### src/rtl/char_ram_arb.sv
// Character RAM sequencer: shares one RAM port between VGA fetch,
// buffered CPU writes and a screen-clear engine, in that priority.
module char_ram_arb #(
  parameter int AW         = 13,
  parameter int DW         = 16,
  parameter int FIFO_DEPTH = 4,
  parameter int CELLS      = 4800
) (
  input  logic          clk,
  input  logic          rst,
  input  logic          vga_req,
  input  logic [AW-1:0] vga_address,
  output logic [DW-1:0] vga_data,
  output logic          vga_valid,
  input  logic          cpu_we,
  input  logic [AW-1:0] cpu_address,
  input  logic [DW-1:0] cpu_wdata,
  output logic          cpu_busy,
  output logic          ovf,
  input  logic          clr_start,
  input  logic [DW-1:0] clr_value,
  output logic          clr_busy,
  output logic          clr_done,
  output logic [AW-1:0] ram_addr,
  output logic [DW-1:0] ram_din,
  output logic          ram_we,
  input  logic [DW-1:0] ram_dout
);

  localparam int PW = $clog2(FIFO_DEPTH);
  localparam logic [AW-1:0] LAST = AW'(CELLS - 1);
  localparam logic [PW:0] FULL = (PW+1)'(FIFO_DEPTH);

  logic [AW-1:0] fa_mem [FIFO_DEPTH];
  logic [DW-1:0] fd_mem [FIFO_DEPTH];
  logic [PW-1:0] wr_ptr;
  logic [PW-1:0] rd_ptr;
  logic [PW:0]   count;
  logic [PW:0]   count_nxt;
  logic [AW-1:0] clr_ptr;
  logic [DW-1:0] clr_val;
  logic          rd_slot;
  logic          push;
  logic          g_rd;
  logic          g_wr;
  logic          g_clr;
  logic          empty;

  assign empty = (count == '0);
  assign push  = cpu_we && !cpu_busy;
  assign g_rd  = vga_req;
  assign g_wr  = !vga_req && !empty;
  assign g_clr = !vga_req && empty && clr_busy;

  assign vga_data = ram_dout;

  always_comb begin
    count_nxt = count + (PW+1)'(push) - (PW+1)'(g_wr);
  end

  // FIFO storage is not reset; reset only discards it via the pointers
  always_ff @(posedge clk) begin
    if (push) begin
      fa_mem[wr_ptr] <= cpu_address;
      fd_mem[wr_ptr] <= cpu_wdata;
    end
  end

  always_ff @(posedge clk or negedge rst) begin
    if (!rst) begin
      wr_ptr   <= '0;
      rd_ptr   <= '0;
      count    <= '0;
      cpu_busy <= 1'b0;
      ovf      <= 1'b0;
    end else begin
      if (push) wr_ptr <= wr_ptr + 1'b1;
      if (g_wr) rd_ptr <= rd_ptr + 1'b1;
      count    <= count_nxt;
      cpu_busy <= (count_nxt == FULL);
      if (cpu_we && cpu_busy) ovf <= 1'b1;
    end
  end

  always_ff @(posedge clk or negedge rst) begin
    if (!rst) begin
      ram_addr  <= '0;
      ram_din   <= '0;
      ram_we    <= 1'b0;
      rd_slot   <= 1'b0;
      vga_valid <= 1'b0;
    end else begin
      rd_slot   <= g_rd;
      vga_valid <= rd_slot;
      ram_we    <= 1'b0;
      unique case (1'b1)
        g_rd: begin
          ram_addr <= vga_address;
        end
        g_wr: begin
          ram_addr <= fa_mem[rd_ptr];
          ram_din  <= fd_mem[rd_ptr];
          ram_we   <= 1'b1;
        end
        g_clr: begin
          ram_addr <= clr_ptr;
          ram_din  <= clr_val;
          ram_we   <= 1'b1;
        end
        default: ;
      endcase
    end
  end

  always_ff @(posedge clk or negedge rst) begin
    if (!rst) begin
      clr_ptr  <= '0;
      clr_val  <= '0;
      clr_busy <= 1'b0;
      clr_done <= 1'b0;
    end else begin
      clr_done <= 1'b0;
      if (g_clr) begin
        if (clr_ptr == LAST) begin
          clr_ptr  <= '0;
          clr_busy <= 1'b0;
          clr_done <= 1'b1;
        end else begin
          clr_ptr <= clr_ptr + 1'b1;
        end
      end else if (clr_start && !clr_busy) begin
        clr_ptr  <= '0;
        clr_val  <= clr_value;
        clr_busy <= 1'b1;
      end
    end
  end

endmodule

### config.mk
export PLATFORM = sky130hd
export DESIGN_NAME = char_ram_arb
export DESIGN_NICKNAME = d
export VERILOG_FILES = /design/src/rtl/char_ram_arb.sv
export SDC_FILE = /design/constraint.sdc
export NUM_CORES = 1
export LEC_CHECK = 0
export CAP_MARGIN = 20
export CORE_ASPECT_RATIO = 0.7
export CORE_UTILIZATION = 50
export CTS_BUF_LIST = sky130_fd_sc_hd__clkbuf_16
export DETAILED_ROUTE_END_ITERATION = 7
export DONT_BUFFER_PORTS = 1
export GPL_TIMING_DRIVEN = 1
export PLACE_DENSITY = 0.68
export SETUP_SLACK_MARGIN = 0.1
export SLEW_MARGIN = 20
export SYNTH_ARGS = -nofsm -noshare
export SYNTH_HDL_FRONTEND = slang
export SYNTH_SLANG_ARGS = --single-unit
### constraint.sdc
create_clock -name clk -period 2.7 [get_ports clk]
set_input_delay 0.405 -clock clk [delete_from_list [all_inputs] [get_ports clk]]
set_output_delay 0.405 -clock clk [all_outputs]
set_load 0.02 [all_outputs]
======== Yosys cells after proc, flatten, opt, wreduce, memory -nomap -nowiden ========
Memories as Yosys holds them, arrays and structs flattened.
Cells that the tools add are included.
word-level totals
  bits in registers ....................... 72
  bits in writable memories ............... 116
  output and inout bits ................... 51
  word-level logic and storage cells ...... 55
  memories kept ........................... 2
operators by class
  add/sub/neg operators ................... 5
  eq/ne operators ......................... 3
  mux-type cells .......................... 13
  bitwise operators ....................... 1
  reduce and logical (&&, ||, !) cells .... 17
memories
  name    depth  bits a word  rd ports  clocked after memory_dff  wr ports  RTL line  RTL
  fd_mem  4      16           1         0                         1         35        logic [DW-1:0] fd_mem [FIFO_DEPTH];
  fa_mem  4      13           1         0                         1         34        logic [AW-1:0] fa_mem [FIFO_DEPTH];
operator list
  kind                                                   number
  two-way mux 13 bit                                     3
  case mux 13 bit (3 select lines)                       1
  case mux 16 bit (2 select lines)                       1
  adder 13 x 1 -> 13 bit, second input constant          1
  == test 13 bit, second input constant                  1
  two-way mux 1 bit                                      8
  logical AND 1 bit                                      6
  adder 2 x 1 -> 2 bit, second input constant            2
  logical NOT 1 bit                                      4
  AND reduction 2 bit                                    2
  nonzero test 2 bit                                     2
  adder 3 x 1 -> 3 bit                                   1
  == test 3 bit, second input constant                   1
  logical NOT 3 bit                                      1
  nonzero test 3 bit                                     1
  subtractor 3 x 1 -> 3 bit                              1
  inequality test 2 x 1 -> 1 bit, second input constant  1
  OR reduction 2 bit                                     1
  NOT 1 bit                                              1

======== Logic depth before layout (Yosys ltp) ========
Gate-level depths: netlist of run 1.
  word-level depth ........................ 5
  mapped depth ............................ 10
  mapped depth without buffers ............ 9

======== Worst setup path after synthesis of run 1 ========
Ideal clock, no wire load.
  path type ............................... register -> register
  start ................................... register count[2]
  end ..................................... register cpu_busy
  setup time .............................. 0.088 ns
  data arrival time ....................... 2.475 ns
  required time ........................... 2.612 ns
  path slack .............................. 0.136 ns
  cell stages (with the launch flop) ...... 11
  path buffers ............................ 1
  period minus slack after synthesis ...... 2.564 ns
  cell sequence ........................... dfrtp_1 > or3_1 > clkbuf_1 > nor2b_1 > ha_1 > inv_1 > ha_1 > fa_1 > xor2_1 > xnor2_1 > nor3b_1
on the way
  word-level cells in the longest chain between the ends .. 5
  elaborated cells between the ends (all ways) .. 6
  classes of those cells .................. add/sub: 2; eq/ne: 1; reduce/logical: 3
ends and longest elaborated chain
  element                    RTL line  RTL
  from (decl)                38        logic [PW:0] count;
  from (signal assigned)     79        count <= count_nxt;
  logical NOT 3 bit          49        assign empty = (count == '0);
  logical NOT 1 bit          52        assign g_wr = !vga_req && !empty;
  logical AND 1 bit          52
  via g_wr                   45        logic g_wr;
  subtractor 3 x 1 -> 3 bit  58        count_nxt = count + (PW+1)'(push) - (PW+1)'(g_wr);
  via count_nxt[2]           39        logic [PW:0] count_nxt;
  == test 3 bit              80        cpu_busy <= (count_nxt == FULL);
  to (signal assigned)       80
  to (decl)                  18        output logic cpu_busy,
The timed path passes the listed nets, and every way through them passes these cells.
A chain may end at the register's enable or synchronous reset.

======== Worst setup path in the final report of run 1 ========
Ends and elaborated chain as after synthesis.

==> summary.txt, run 1 <==
Run status
  – Outcome: finished, final reports clean

STA
  – Final Cycle Share: 0.925
  – Min Tclk post-route: 2500 ps
  – Worst Skew: 12.6 ps
  – Sum Neg Setup Slack: 0 ps
  – Final Setup Violations: 0
  – F_max: 400 MHz
  – Final Hold Viols: 0
  – Slew HR: 0.609
  – RSZ-0062 raised after global routing: false
  – Max-slew violation count: 0
  – Setup ws final: 203 ps
  – Worst-Margin Slew: 586 ps

Synth
  – Async SR Flop Fraction: 0.383
  – Synth Area per Inst: 14.6 um2
  – Sequential area share after synthesis: 0.684
  – Synthesized area: 7730 um2
  – Simple-gate share of the synthesized area: 0.0879
  – Mapped Cells: 528
  – Largest family of logic cells by synthesized area: multiplexers
  – Synth Area in XOR/XNOR: 0.00793
  – Synthesis-stage register bit count: 188
  – Netlist cell types: 50
  – Share of the synthesized area in the top cell type: 0.451
  – Adder-Cell Fraction of Synth Area: 0.0139
  – Top FF cell, synth: edfxtp_1
  – Area contributors post-synth: edfxtp_1 (45%), dfrtp_1 (23%), mux4_2 (8.5%)
  – Syn nets: 615
  – Warnings, synthesis: 0
  – Mux share of post-synthesis cell area: 0.103
  – Cell taking the most area after synthesis: edfxtp_1
  – Number of flops mapped to enable cells by yosys: 116
  – Compound-Gate Fraction of Synth Area: 0.0677

Detailed routing
  – DR vias: 4273
  – TritonRoute pass-1 iters: 5
  – Number of routed nets with antenna violations: 0
  – WL/cell: 21.3 um
  – Wirelength, routed: 15700 um
  – DRC: 0
  – Post-DR vias/cell: 5.82
  – Number of DRC markers in iteration 0: 290

Floorplanning
  – Row Count: 37
  – Initial Util: 0.518
  – DIE AREA: 16000 um2
  – Top Ports: 130
  – Core area: 14900 um2
  – Die X-Extent: 151 um
  – Die extent in y: 106 um

Critical path
  – Critical path type: reg -> reg
  – Critical path capture point type: flip-flop
  – Worst EP required: 3050 ps
  – Crit path max fanout: 3
  – Crit path DAT: 2840 ps
  – Crit start category: flip-flop

GRT
  – Vias in the first global route: 4482
  – Largest net degree at the start of global routing: 73
  – Congestion Overflow GR: 0
  – Total Routing Usage GR: 0.215
  – First-pass GRT wire length: 24900 um
  – Initial antenna violation count: 0

Pwr
  – Leakage: 3.29 nW
  – Power per cell area: 1040 nW/um2
  – Maximum vdd drop: 0.534 mV

Place
  – PortBufs: 0
  – Pre-CTS setup slack: 171 ps
  – DP Area: 7890 um2
  – GPL Wtd Cong: 0.807
  – Detailed Place HPWL: 10200 um

Min path
  – Hold/Removal Path Class: in -> reg

Clock network
  – Clock Sinks: 188
  – TritonCTS buffer count: 17
  – CTS tree: done
  – Worst-Skew Late Latency: 430 ps
  – Clock root cell: clkbuf_16
  – CTS Buffer Depth: 2
  – H-tree Lvls: 4
  – Clk slew on worst S/H paths: 80 ps

Finish
  – Fillers: 1165
  – Final instance area: 8530 um2
  – Layout cells sized above 1: 0.169
  – P&R area growth vs syn: 10.4%
  – Antenna diodes: 0
  – Layout Nets: 613

Flow run
  – Max Cap Viol: 0
-- synth_stat cells, types with 2 or more instances --
| master | instances |
|---|---|
| a31oi_1 | 3 |
| mux4_2 | 29 |
| buf_2 | 3 |
| dfrtp_1 | 72 |
| and3_1 | 3 |
| o311ai_1 | 3 |
| nand4_1 | 4 |
| nand2b_1 | 2 |
| and2_1 | 5 |
| buf_4 | 18 |
| o21ai_1 | 25 |
| inv_1 | 10 |
| xor2_1 | 4 |
| buf_1 | 2 |
| o31ai_1 | 2 |
| a21oi_1 | 13 |
| edfxtp_1 | 116 |
| xnor2_1 | 3 |
| nor4_1 | 3 |
| o211ai_1 | 2 |
| mux2i_1 | 14 |
| clkbuf_1 | 19 |
| nand3_1 | 7 |
| a22oi_1 | 16 |
| nor2_1 | 19 |
| nor2b_1 | 6 |
| o2bb2ai_1 | 2 |
| ha_1 | 7 |
| o21ai_0 | 10 |
| nand2_1 | 86 |
-- placed cells by master (no fill, tap or decap), drive strengths merged, types with 3 or more instances in the layout --
| master | netlist | routed |
|---|---|---|
| nor4 | 3 | 3 |
| nor2 | 20 | 20 |
| nand2 | 86 | 86 |
| clkbuf | 19 | 18 |
| edfxtp | 116 | 116 |
| buf | 24 | 20 |
| xnor2 | 3 | 3 |
| mux2i | 14 | 14 |
| a21oi | 13 | 13 |
| o311ai | 3 | 3 |
| nand4 | 4 | 4 |
| inv | 10 | 19 |
| a22oi | 16 | 16 |
| nand2b | 3 | 3 |
| a31oi | 3 | 3 |
| and2 | 5 | 5 |
| and3 | 3 | 3 |
| nor2b | 6 | 6 |
| o21ai | 36 | 36 |
| ha | 7 | 7 |
| dfrtp | 72 | 72 |
| xor2 | 4 | 4 |
| nand3 | 7 | 7 |
| mux4 | 29 | 29 |
| clkinv | 0 | 4 |
-- state kept, by name, indices dropped and copies added, names as in the netlist, 2 cells and up --
name / count
ram_addr: 13
count: 3
clr_val: 16
wr_ptr: 2
clr_ptr: 13
fd_mem: 64
ram_din: 16
fa_mem: 52
rd_ptr: 2
-- report_power, final --
part,switching (mW),total (mW),internal [mW],leakage [nW]
clock,1.15,2.42,1.27,0.283
combinational,1.09,2.10,1.01,1.05
sequential,0.642,4.37,3.73,1.96
-- path summary, 6_finish.rpt --
| path | slack, ps | from | cells after the start | end |
|---|---|---|---|---|
| setup / recovery | 200 | count[2] | 9 | cpu_busy |
| hold / removal | 70 | cpu_wdata[6] | 0 | fd_mem[2][6] |
| setup reg to reg | 200 | count[2] | 9 | cpu_busy |
| hold reg to reg | 360 | rd_slot | 0 | vga_valid |
| max in group asynchronous | 1800 | rst | 2 | count[0] |
| min in group asynchronous | 570 | rst | 2 | ram_din[7] |
-- layer usage --
| layer | global-route usage | wire length (um) | up-vias |
|---|---|---|---|
| li1 | - | - | 1944 |
| met3 | 0.0738 | 1280 | 31 |
| met5 | 0 | 0 | - |
| met2 | 0.311 | 7040 | 136 |
| met4 | 0.0821 | 276 | 0 |
| met1 | 0.301 | 7070 | 2162 |
-- kinds of logic (layout without fill, tap and decap cells) --
| logic type | Yosys count | count (layout) |
|---|---|---|
| simple gates | 145 | 145 |
| flops | 188 | 188 |
| fa+ha+maj | 8 | 8 |
| compound gates | 84 | 84 |
| xor+xnor | 7 | 7 |
| mux | 43 | 43 |
| buf+inv | 53 | 64 |
-- area by class of cell --
type,instances,area (um2),area share
Clock buffer,18,450,0.0528
Clock inverter,14,123,0.0144
Inverter,10,37.5,0.00440
Multi-Input combinational cell,287,2180,0.255
Sequential cell,188,5290,0.620
Tap cell,195,244,0.0286
Timing Repair Buffer,22,215,0.0252
-- per-stage QoR --
stage	total power, mW	hold slack [ps]	utilization	instances
global placement	6.37	111	0.529	697
finish	8.89	66.1	0.573	734
detailed placement	6.47	111	0.529	697
CTS	8.92	47.8	0.571	732
floorplan	5.82	109	-	528
global route	9.36	35.8	0.573	734
-- worst max-delay path: stages, from the launching register on --
cell	delay, ps
dfrtp_1	390
or3_1	400
nor2b_4	160
ha_1	270
inv_1	40
ha_1	180
fa_1	370
xor2_1	180
xnor2_1	230
nor3b_2	210
-- timing repair --
item | CTS | global route
endpoints found under the setup margin | 0 | 1
buffers inserted | 0 | 2
gates resized for setup | 0 | 4
hold buffers | 3 | 0
endpoints found under the hold margin | 73 | 0
No activity file was read; power rests on OpenSTA's default activity.
==> inputs of run 2 (changes only) <==
--- a/config.mk
+++ b/config.mk
@@ -5,12 +5,14 @@
 export SDC_FILE = /design/constraint.sdc
 export NUM_CORES = 1
 export LEC_CHECK = 0
+export ABC_CLOCK_PERIOD_IN_PS = 2700
 export CAP_MARGIN = 20
 export CORE_ASPECT_RATIO = 0.7
 export CORE_UTILIZATION = 50
 export CTS_BUF_LIST = sky130_fd_sc_hd__clkbuf_16
 export DETAILED_ROUTE_END_ITERATION = 7
 export DONT_BUFFER_PORTS = 1
+export GPL_ROUTABILITY_DRIVEN = 0
 export GPL_TIMING_DRIVEN = 1
 export PLACE_DENSITY = 0.68
 export SETUP_SLACK_MARGIN = 0.1
==> constraint.sdc (replaced) <==
create_clock -name clk -period 2.7 [get_ports clk]
set_input_delay 0.54 -clock clk [delete_from_list [all_inputs] [get_ports clk]]
set_output_delay 0.54 -clock clk [all_outputs]
set_load 0.02 [all_outputs]
==> run 2 against run 1 <==
Cell area is 0.69% lower. Maximum frequency is 0.15% lower. Clock power is 8% lower. Largest cell class unchanged. Critical path type unchanged. Worst setup slack worse by 3.9 ps. Core utilization is 0.39 points lower. Critical path depth stayed put.
==> summary.txt, run 2 (synthesized netlist as in run 1, its figures left out) <==
Finish
  – Most frequent cells in the layout: edfxtp_1 (116), nand2_1 (86), dfrtp_1 (70)
  – Fillers: 1157 (-0.69%)
  – P&R area growth vs syn: 9.68%
  – Antenna diodes: 0 (unchanged)
  – Final core area utilization: 0.569 (-0.00394)
  – Number of flip-flops in the largest register: 64 (unchanged)
  – Commonest non-fill, non-tap cell in the layout: edfxtp_1
  – Most flops, register: fd_mem
  – Layout cells sized above 1: 0.165 (-0.00340)
  – Largest regs: fd_mem (64), fa_mem (52)
  – Layout Nets: 612 (-0.16%)

Clock network
  – Clk slew on worst S/H paths: 70 ps (about the same)
  – CTS tree: done
  – Worst-Skew Late Latency: 420 ps (about the same)
  – CTS Buffer Depth: 2 (unchanged)
  – TritonCTS buffer count: 17 (unchanged)
  – H-tree Lvls: 4 (unchanged)
  – Clock Sinks: 188 (unchanged)
  – Clock root cell: clkbuf_16

Critical path
  – WP buf/inv: 1 (unchanged)
  – Crit path max fanout: 3 (unchanged)
  – Crit-path cells: or3_1, nor2b_4, ha_1, inv_1, ha_1, fa_2, xor2_1, xnor2_1, nor3b_2
  – Worst EP required: 3030 ps (-20 ps)
  – Crit path from: count[2]
  – Critical path capture point type: flip-flop
  – Crit start category: flip-flop
  – Crit path DAT: 2830 ps (about the same)
  – Slowest-stage cell, CP: or3_1
  – Critical path type: reg -> reg
  – CP most frequent cell: ha_1
  – Slowest stage delay, CP: 400 ps (about the same)
  – Delay-heaviest family, CP: simple AND/OR/NAND/NOR gates
  – R2r startpoint: count[2]

Pwr
  – Sequential Power Share: 0.502 (+0.010)
  – Clock power frac: 0.256 (-0.016)
  – Net Sw Frac: 0.318 (-0.00546)
  – Leakage: 3.26 nW (-0.95%)
  – Pint: 5.92 mW (-1.4%)
  – NetSw: 2.77 mW (-3.8%)
  – Maximum vdd drop: 0.509 mV (-4.7%)
  – Comb pwr share: 0.243 (+0.007)
  – Power per cell area: 1030 nW/um2 (-1.5%)

STA
  – Sum Neg Setup Slack: 0 ps (unchanged)
  – Final Setup Violations: 0 (unchanged)
  – Min Tclk post-route: 2500 ps (+3.87 ps)
  – RSZ-0062 raised after global routing: false
  – Final Hold Viols: 0 (unchanged)
  – Worst Skew: 13.1 ps (+0.592 ps)
  – Max-slew violation count: 0 (unchanged)
  – Worst-Margin Slew: 556 ps (-29.5 ps)
  – Slew HR: 0.629 (+0.0197)
  – F_max: 400 MHz (-0.15%)
  – Final Cycle Share: 0.926 (+0.00143)

Detailed routing
  – TritonRoute pass-1 iters: 5 (unchanged)
  – DRC: 0 (unchanged)
  – Number of DRC markers in iteration 0: 358 (+23%)
  – DR vias: 4135 (-3.2%)
  – Wirelength, routed: 15500 um (-1.0%)
  – WL/cell: 21.1 um (-0.91%)
  – Post-DR vias/cell: 5.64 (-3.1%)
  – Number of routed nets with antenna violations: 0 (unchanged)

Floorplanning
  – Row Count: 37 (unchanged)
  – Die X-Extent: 151 um (unchanged)
  – Die extent in y: 106 um (unchanged)
  – DIE AREA: 16000 um2 (unchanged)
  – Top Ports: 130 (unchanged)
  – Core area: 14900 um2 (unchanged)
  – Initial Util: 0.518 (unchanged)

GRT
  – Largest net degree at the start of global routing: 73 (unchanged)
  – Total Routing Usage GR: 0.210 (-0.00504)
  – Met2 usage: 0.307 (-0.00362)
  – GR Util met3: 0.0884 (+0.0146)
  – Vias in the first global route: 4318 (-3.7%)
  – Met1 Usage GRT: 0.291 (-0.00994)
  – Congestion Overflow GR: 0 (unchanged)
  – Grt peak-use layer: met2
  – First-pass GRT wire length: 24400 um (-2.2%)
  – Initial antenna violation count: 0 (unchanged)

Min path
  – Hold/Removal Path Class: in -> async

Place
  – PortBufs: 0 (unchanged)
  – Detailed Place HPWL: 10200 um (-0.14%)

Flow run
  – Max Cap Viol: 0 (unchanged)

Run status
  – Outcome: finished, final reports clean
run 2: changes by cell type in the layout (fill, tap and decap cells not counted), moves of 2 or more:
cell / change
inv_8: -4
clkinv_1: +2
dlygate4sd3_1: -2
inv_1: +2
clkinvlp_4: +2
run 2: routing by layer:
layer	wire length, um	up-vias
met2	7130	134
met4	146	0
met3	1440	20
met5	0	-
met1	6780	2045
li1	-	1936
run 2: power by group through the flow:
| stage | registers [mW] | clock network, mW | logic [mW] |
|---|---|---|---|
| detailed placement | 4.44 | 0 | 2.02 |
| CTS | 4.38 | 2.28 | 2.07 |
| global placement | 4.40 | 0 | 1.97 |
| global route | 4.44 | 2.40 | 2.33 |
| floorplan | 4.26 | 0 | 1.56 |
| finish | 4.36 | 2.22 | 2.11 |
run 2: what timing repair did:
item,in CTS,in global routing
gates resized for setup,1,4
endpoints found under the hold margin,72,0
setup buffers,0,3
pin swaps,0,1
hold buffers,1,0
setup endpoints to repair,1,1
run 2: area by class of cell:
class                   count  area (um2)  area share
clock buffers              17         425      0.0502
clock inverters            15        98.8      0.0117
inverters                  10        37.5     0.00443
multi-input cells         287        2180       0.257
flip-flops and latches    188        5290       0.624
well taps                 195         244      0.0288
repair buffers             21         203      0.0239
run 2: final timing paths:
check,end,slack (ps),cells after the start
max,cpu_busy,200,9
min,ram_din[4],0.4,1
max reg2reg,cpu_busy,200,9
min reg2reg,vga_valid,360,0
max in group asynchronous,ram_din[13],2380,1
min in group clk,rd_slot,160,0
run 2: worst reg2reg max path: stages (launching register included):
cell,delay (ps)
dfrtp_1,390
or3_1,400
nor2b_4,160
ha_1,270
inv_1,40
ha_1,190
fa_2,350
xor2_1,170
xnor2_1,220
nor3b_2,240
run 2: stage by stage:
step                hold slack (ps)  setup slack [ps]  power (mW)  area, um2  std cells
floorplan                       244               136        5.82       7730        528
global placement                246               295        6.37       7890        697
detailed placement              246               113        6.46       7890        697
CTS                            11.5               153        8.72       8440        730
global route                   7.15              67.0        9.18       8480        733
finish                        0.378               199        8.69       8480        733
==> inputs of run 3 (changes only) <==
--- a/config.mk
+++ b/config.mk
@@ -5,7 +5,6 @@
 export SDC_FILE = /design/constraint.sdc
 export NUM_CORES = 1
 export LEC_CHECK = 0
-export ABC_CLOCK_PERIOD_IN_PS = 2700
 export CAP_MARGIN = 20
 export CORE_ASPECT_RATIO = 0.7
 export CORE_UTILIZATION = 50
@@ -14,7 +13,6 @@
 export DONT_BUFFER_PORTS = 1
 export GPL_ROUTABILITY_DRIVEN = 0
 export GPL_TIMING_DRIVEN = 1
-export PLACE_DENSITY = 0.68
 export SETUP_SLACK_MARGIN = 0.1
 export SLEW_MARGIN = 20
 export SYNTH_ARGS = -nofsm -noshare
==> constraint.sdc (replaced) <==
create_clock -name clk -period 2.43 [get_ports clk]
set_input_delay 0.486 -clock clk [delete_from_list [all_inputs] [get_ports clk]]
set_output_delay 0.486 -clock clk [all_outputs]
set_load 0.02 [all_outputs]
==> run 3 against run 2 <==
Combinational power is 15% higher. Sequential power rose by 9.9%. Clock skew shrank 3.3 ps. Sequential share of layout area shrank 0.63 points. Cell area up 0.99%. Flip-flop and latch count stayed put. Critical path depth is the same.
==> summary.txt, run 3 (synthesized netlist as in run 1, its figures left out) <==
Pwr
  – Pint: 6.68 mW (+13%)
  – Tot Pwr: 9.81 mW (+13%)
  – NetSw: 3.13 mW (+13%)
  – Leakage: 3.28 nW (+0.60%)
  – Sequential Power Share: 0.488 (-0.014)
  – Comb pwr share: 0.247 (+0.004)
  – Maximum vdd drop: 0.658 mV (+29%)
  – Net Sw Frac: 0.319 (+0.000416)
  – Clock power frac: 0.265 (+0.009)
  – Power per cell area: 1150 nW/um2 (+12%)

Place
  – Placed cell count: 697 (unchanged)
  – Detailed Place HPWL: 10400 um (+2.0%)
  – Pre-CTS setup slack: 109 ps (-4.18 ps)
  – PortBufs: 0 (unchanged)
  – DP Area: 7930 um2 (+0.54%)

Detailed routing
  – DR vias: 4285 (+3.6%)
  – Number of DRC markers in iteration 0: 382 (+6.7%)
  – Wirelength, routed: 15800 um (+1.7%)
  – WL/cell: 21.5 um (+1.7%)
  – DRC: 0 (unchanged)
  – Post-DR vias/cell: 5.85 (+3.6%)
  – TritonRoute pass-1 iters: 5 (unchanged)
  – Number of routed nets with antenna violations: 0 (unchanged)

Critical path
  – R2r startpoint: count[2]
  – Slowest stage delay, CP: 380 ps (-20 ps)
  – Worst EP required: 2780 ps (-250 ps)
  – Crit-path cells: or3_1, nor2b_4, ha_4, inv_2, ha_4, fa_2, xor2_2, xnor2_1, nor3b_2
  – Crit path from: count[2]
  – Worst r2r dst: cpu_busy
  – Crit path DAT: 2610 ps (-220 ps)
  – R2r worst-path depth: 9 (unchanged)
  – R2r setup slk: 170 ps (-30 ps)
  – Critical path capture point type: flip-flop
  – Crit path max fanout: 2 (-1)
  – Slowest-stage cell, CP: dfrtp_1
  – Crit start category: flip-flop
  – CP most frequent cell: ha_4
  – Critical path type: reg -> reg

STA
  – Slew HR: 0.660 (+0.0310)
  – Final Hold Viols: 0 (unchanged)
  – Setup ws final: 170 ps (-28.9 ps)
  – Worst Skew: 9.81 ps (-3.33 ps)
  – Final Setup Violations: 0 (unchanged)
  – RSZ-0062 raised after global routing: true
  – Hold Slack: 88.3 ps (+87.9 ps)
  – F_max: 442 MHz (+11%)
  – Worst-Margin Slew: 505 ps (-51.2 ps)
  – Final Cycle Share: 0.930 (+0.00372)
  – Max-slew violation count: 0 (unchanged)
  – Sum Neg Setup Slack: 0 ps (unchanged)
  – Min Tclk post-route: 2260 ps (-241 ps)

Floorplanning
  – Row Count: 37 (unchanged)
  – DIE AREA: 16000 um2 (unchanged)
  – Die extent in y: 106 um (unchanged)
  – Initial Util: 0.518 (unchanged)
  – Die X-Extent: 151 um (unchanged)
  – Core area: 14900 um2 (unchanged)
  – Top Ports: 130 (unchanged)

Clock network
  – Clock root cell: clkbuf_16
  – Clk slew on worst S/H paths: 70 ps (about the same)
  – H-tree Lvls: 4 (unchanged)
  – CTS Buffer Depth: 2 (unchanged)
  – CTS tree: done
  – TritonCTS buffer count: 17 (unchanged)
  – Clock Sinks: 188 (unchanged)
  – Worst-Skew Late Latency: 430 ps (about the same)

Finish
  – Number of flip-flops in the largest register: 64 (unchanged)
  – Commonest non-fill, non-tap cell in the layout: edfxtp_1
  – Fillers: 1172 (+1.3%)
  – Antenna diodes: 0 (unchanged)
  – Most flops, register: fd_mem
  – P&R area growth vs syn: 10.8%
  – Final std cells w/o fill: 733 (unchanged)
  – Layout cells sized above 1: 0.173 (+0.00743)
  – Layout Nets: 612 (unchanged)
  – Most frequent cells in the layout: edfxtp_1 (116), nand2_1 (86), dfrtp_1 (71)
  – Final instance area: 8560 um2 (+0.99%)
  – Largest regs: fd_mem (64), fa_mem (52)
  – Final core area utilization: 0.574 (+0.00562)

Min path
  – Hold depth: 0
  – Hold/Removal Path Class: in -> reg
  – Min-delay src: vga_req
  – Hold path endpoint: rd_slot

GRT
  – Largest net degree at the start of global routing: 73 (unchanged)
  – First-pass GRT wire length: 24800 um (+1.7%)
  – Total Routing Usage GR: 0.215 (+0.00529)
  – Vias in the first global route: 4326 (+0.19%)
  – Initial antenna violation count: 0 (unchanged)
  – Congestion Overflow GR: 0 (unchanged)

Flow run
  – Max Cap Viol: 0 (unchanged)

Run status
  – Outcome: finished, final reports clean
[run 3: timing repair]
action	CTS	global route
endpoints found under the hold margin	72	0
resized for setup	0	4
setup buffers	0	2
hold buffers	2	0
setup endpoints to repair	1	1
pin swaps	1	5
[run 3: critical path, delay by kind of cell, from the launching register on]
| kind | cells | cell delay (ps) |
|---|---|---|
| buffers and inverters | 1 | 40 |
| and+or+nand+nor | 3 | 700 |
| DFF | 1 | 380 |
| xor gates and xnor gates | 2 | 320 |
| adders and majority gates | 3 | 750 |
[run 3: how the worst max path moves through the flow]
stage	to	slack, ps	depth (start not counted)
final	cpu_busy	170	9
after global routing	cpu_busy	90	9
after CTS	cpu_busy	110	9
after detailed placement	cpu_busy	110	9
after global placement	cpu_busy	140	9
after floorplan	cpu_busy	-40	10
[run 3: area by class of cell]
cell class / instances / area [um2] / area share
clock inverter: 15 / 124 / 0.0145
timing repair buffer: 21 / 230 / 0.0269
sequential: 188 / 5290 / 0.618
inverter: 10 / 37.5 / 0.00439
multi-input combinational: 287 / 2210 / 0.258
tap: 195 / 244 / 0.0285
clock buffer: 17 / 425 / 0.0497
[run 3: power by group through the flow]
stage | Clock, mW | Sequential [mW] | Combinational, mW
floorplan | 0 | 4.73 | 1.77
global placement | 0 | 4.83 | 2.32
detailed placement | 0 | 4.87 | 2.37
CTS | 2.65 | 4.80 | 2.40
global route | 2.78 | 4.87 | 2.66
finish | 2.60 | 4.79 | 2.42
[run 3: routing by layer]
| metal | vias to the layer above | global-route usage | share of wire |
|---|---|---|---|
| met5 | - | 0 | 0 |
| met4 | 0 | 0.0836 | 0.021 |
| met3 | 34 | 0.0730 | 0.072 |
| met1 | 2166 | 0.301 | 0.45 |
| li1 | 1936 | - | - |
| met2 | 149 | 0.312 | 0.46 |
